<file path="config.mk">
export PLATFORM = sky130hd
export DESIGN_NAME = prio_enc_pow2
export DESIGN_NICKNAME = d
export VERILOG_FILES = /design/src/rtl/prio_enc_pow2.sv
export SDC_FILE = /design/constraint.sdc
export NUM_CORES = 1
export LEC_CHECK = 0
export BUFFER_PORTS_ARGS = -buffer_cell sky130_fd_sc_hd__buf_2
export CAP_MARGIN = 25
export CORE_AREA = 8 8 45 47
export CTS_CLUSTER_DIAMETER = 30
export DETAILED_ROUTE_END_ITERATION = 8
export DIE_AREA = 0 0 53 55
export SETUP_SLACK_MARGIN = 0.5
export SYNTH_ARGS = -nofsm -noshare
export SYNTH_HDL_FRONTEND = slang
export SYNTH_SLANG_ARGS = --single-unit
</file>
<file path="constraint.sdc">
create_clock -name clk -period 0.8 [get_ports clk]
set_input_delay 0.08 -clock clk [delete_from_list [all_inputs] [get_ports clk]]
set_output_delay 0.08 -clock clk [all_outputs]
set_load 0.05 [all_outputs]
</file>
<file path="src/rtl/prio_enc_pow2.sv">
// -----------------------------------------------------------------------------
// prio_enc_pow2
//   Priority encoder that turns a 2**WIDTH-bit request vector into the WIDTH-bit
//   index of the winning set bit. The associative caches use it in-cycle for
//   hit-line selection (one-hot tag matches) and victim selection (first invalid
//   line). A registered copy of the result serves timing-relaxed consumers.
//
//   Parameters
//     WIDTH      index width; request width is 2**WIDTH (WIDTH >= 1)
//     LOW_FIRST  1: lowest set index wins, 0: highest set index wins
//
//   Ports
//     clk       in   1          clock, rising edge
//     rst_n     in   1          asynchronous active-low reset (registered side only)
//     in        in   2**WIDTH   request vector, bit i = request from index i
//     result    out  WIDTH      combinational winning index (0 when nothing set)
//     valid     out  1          combinational, 1 when any request bit is set
//     result_r  out  WIDTH      result captured on every rising clk edge
//     valid_r   out  1          valid captured on every rising clk edge
// -----------------------------------------------------------------------------
module prio_enc_pow2 #(
   parameter int WIDTH     = 3,
   parameter bit LOW_FIRST = 1'b1
) (
   input  logic                  clk,
   input  logic                  rst_n,
   input  logic [2**WIDTH-1:0]   in,
   output logic [WIDTH-1:0]      result,
   output logic                  valid,
   output logic [WIDTH-1:0]      result_r,
   output logic                  valid_r
);

   localparam int N = 2**WIDTH;

   // A zero-width index cannot address anything, so stop elaboration outright.
   if (WIDTH < 1) begin : g_width_check
      $fatal(1, "prio_enc_pow2: WIDTH must be >= 1 (got %0d)", WIDTH);
   end

   // Priority loop: the scan runs from the losing end toward the winning end so
   // the last set bit visited overwrites earlier ones. Because the winner is the
   // final assignment, an unknown bit on the losing side cannot corrupt the
   // result once a winning bit is set, unlike a one-hot OR reduction.
   always_comb begin
      result = '0;
      valid  = 1'b0;
      if (LOW_FIRST) begin
         for (int i = N - 1; i >= 0; i--) begin
            if (in[i]) begin
               result = WIDTH'(i);
               valid  = 1'b1;
            end
         end
      end else begin
         for (int i = 0; i < N; i++) begin
            if (in[i]) begin
               result = WIDTH'(i);
               valid  = 1'b1;
            end
         end
      end
   end

   // Output register: free-running capture with no enable. Reset clears it
   // immediately, discarding whatever was captured before reset arrived.
   always_ff @(posedge clk or negedge rst_n) begin
      if (!rst_n) begin
         result_r <= '0;
         valid_r  <= 1'b0;
      end else begin
         result_r <= result;
         valid_r  <= valid;
      end
   end

endmodule

</file>
==> results.yml <==
yosys:
  synth.top_cells.by_area: "sky130_fd_sc_hd__dfrtp_1, sky130_fd_sc_hd__nor2b_1, sky130_fd_sc_hd__nor4_2"
  synth_top_family_by_area: "simple AND/OR/NAND/NOR gates"
  synth_area_per_cell_um2: 10.6
  synth.top_cells.by_count: "sky130_fd_sc_hd__dfrtp_1, sky130_fd_sc_hd__nor2_1, sky130_fd_sc_hd__nor2b_1"
  area_fraction_in_compound_gates_after_synthesis_pct: 18.8
  synth-adder-area-share_pct: 0
  synth_fp_nets: 27
  most_used_dff_post_synth: "sky130_fd_sc_hd__dfrtp_1"
  post_synth_mux_area_share_pct: 0
  post-synth-top-count-cell: "sky130_fd_sc_hd__dfrtp_1"
  post_synth_xor_area_fraction_pct: 0
  syn_inst: 17
  yosys.area.top_type: "sky130_fd_sc_hd__dfrtp_1"
  yosys.area_share.simple_pct: 23.6
  synth.lib_cells_used.distinct: 12
  synth.yosys.seq_area_share_pct: 55.6
  synth.cell_area_um2: 180
  count_of_flip_flops_with_a_built_in_enable_after_synthesis: 0
  yosys_warnings: 0
  postSynthRegisterBits: 4
  postSynth.asyncResetShare_pct: 100
  synth.top_cell.area_share_pct: 55.6
finish:
  areaGrowthSynthToFinish_pct: 200
  n_fill_cell: 133
  final_net_count: 54
  seq_area_um2: 104
  area_used_by_multi_input_combinational_logic_um2: 161
  post_layout_nonfiller_instances: 59
  post_layout_util_pct: 39.1
  antenna_cells_inserted: 0
  layout-drive-gt1-share_pct: 86.0
  postLayoutCellArea_um2: 541
floorplan:
  total_die_area_mm2: 0.00292
  floorplan.die.width_um: 53
  die_h_um: 55
  num_io_pins: 18
  floorplan.initialDensity_pct: 13.0
  rows: 14
  core_region_area_mm2: 0.00138
routing:
  count_of_nets_left_with_antenna_violations_after_detail_routing: 0
  detail_route.first_pass.iterations: 3
  routed_wirelength_um: 699
  routedWlPerCell_um: 11.8
  initialDrtViolationCount: 1
  remaining_drcs: 0
  avgViaCountPerCell: 4.10
  vias: 242
placement:
  place_worst_setup_slack_ns: -0.235
  final_weighted_congestion_in_routability_driven_placement: 0.696
  io_buffers: 17
  dp.cells: 53
  placed_cell_area_um2: 397
clock_network:
  clock-sinks: 4
  htree_num_levels: 1
  cts-buffers-inserted: 3
  tritoncts: "built"
  clock_path_buffers: 2
  cts.root.buffer_cell: "sky130_fd_sc_hd__clkbuf_4"
  clk_pin_slew_worst_paths_ns: 0.04
critical_path:
  crit_path_cell_chain: "buf_8 -> nor4_4 -> nor2b_4 -> buf_8"
  worstPathMaxFanout: 3
  path_common_cell: "sky130_fd_sc_hd__buf_8"
  max_stage_delay_ns: 0.28
  end_kind: "output pin"
  worstPathRequired_ns: 0.72
  crit_slowest_cell: "sky130_fd_sc_hd__nor4_4"
  setup.worst_path.class: "in -> out"
  worst_setup_path_startpoint: "in[3]"
  startpoint_type: "input port"
  worst_ep_arrival_time_ns: 0.82
timing:
  clock.fmax_mhz: 1110
  finalHoldViolations: 4
  timing.slew.headroom_pct: 78.4
  layout_worst_path_cycle_share_pct: 113
  setup-violations-final: 8
  finalWorstPathRequiredPeriod_ns: 0.902
  worst_slew_pin_slew_ns: 0.322
  timing.final.ws_setup_ns: -0.102
  hold-worst-slack_ns: -0.363
  timing_max_transition_violations_final: 0
  rsz0062_at_grt: "yes"
grt:
  globalRouteMet2Util_pct: 8.20
  use_met3_pct: 3.21
  overflow: 0
  maximum_number_of_pins_on_one_net_before_global_route_repair: 5
  antenna_found_initial: 0
  first_pass_grt_wire_length_um: 1130
  global_route.usage.total_pct: 5.59
  vias_in_the_first_global_route: 278
  grt.met1_usage_pct: 5.06
  busiest_layer: "met2"
power:
  power_per_cell_area_mw_per_mm2: 1350
  leakage_nw: 0.245
  ir_drop_mv: 0.419
run_status:
  run_status: "finished with violations"
  violations: "hold timing, setup timing"
min_path:
  hold_path.class: "in -> async"
job:
  max-cap-violations: 0
==> per-layer routing <==
layer / wire [um] / share of wire, % / up-vias
met3: 137 / 20 / 0
met1: 264 / 38 / 109
met2: 297 / 42 / 18
met4: 0 / 0 / 0
li1: - / - / 115
met5: 0 / 0 / -
==> area by class of cell <==
type,count,area share (%)
clock buffers,4,4.86
inverters,1,0.694
multi-input cells,12,29.9
flip-flops and latches,4,19.2
well taps,16,3.70
repair buffers,22,41.7
==> timing repair <==
item | CTS | global route
buffers inserted | 1 | 1
endpoints found under the setup margin | 12 | 12
hold endpoints to repair | 4 | 4
gates resized for setup | 30 | 2
pin swaps | 7 | 3
==> worst max path at each step <==
stage / endpoint / slack, ns / cells after the start
after floorplan: result_r[0]$_DFF_PN0_ / -0.22 / 1
after detailed placement: result[2] / -0.23 / 4
final: result[2] / -0.10 / 4
after global placement: result[2] / -0.24 / 4
after CTS: valid / -0.13 / 4
after global routing: result[2] / -0.18 / 4
==> logic make-up after synthesis <==
kind of cell | after synthesis
flip-flops | 4
AO/OA/AOI/OAI | 5
AND/OR/NAND/NOR | 7
buffers and inverters | 1
==> where the power goes <==
group          leakage [nW]  switching, W  total (W)  internal [W]
Clock                0.0150     0.0000848   0.000272      0.000187
Combinational         0.185      0.000135   0.000241      0.000107
Sequential           0.0446    0.00000331   0.000216      0.000212
Total                 0.245      0.000223   0.000729      0.000506
==> critical path, delay by kind of cell <==
kind / cells / cell delay (ns)
buf+inv: 2 / 0.25
simple gates: 2 / 0.49
==> stage by stage <==
stage | hold slack (ns) | total power (W) | TNS, ns
floorplan | -0.216 | 0.000324 | -0.747
global placement | -0.116 | 0.000409 | -0.914
detailed placement | -0.114 | 0.000413 | -0.951
CTS | -0.372 | 0.000745 | -0.657
global route | -0.369 | 0.000765 | -0.827
finish | -0.363 | 0.000729 | -0.497
==> cells in the final DEF (no fill, tap or decap), drive strengths merged <==
cell type / netlist / final
a211oi: 1 / 1
a21oi: 1 / 1
buf: 0 / 22
clkbuf: 0 / 4
dfrtp: 4 / 4
inv: 1 / 1
nand2: 1 / 1
nor2: 2 / 2
nor2b: 2 / 2
nor4: 2 / 2
o21ai: 1 / 1
o21bai: 1 / 1
o41ai: 1 / 1
==> registers in the layout, summed over array words and instances, names as in the netlist <==
register and cells:
result_r 3, valid_r 1
Note: power is estimated with default switching activity, not from simulation.
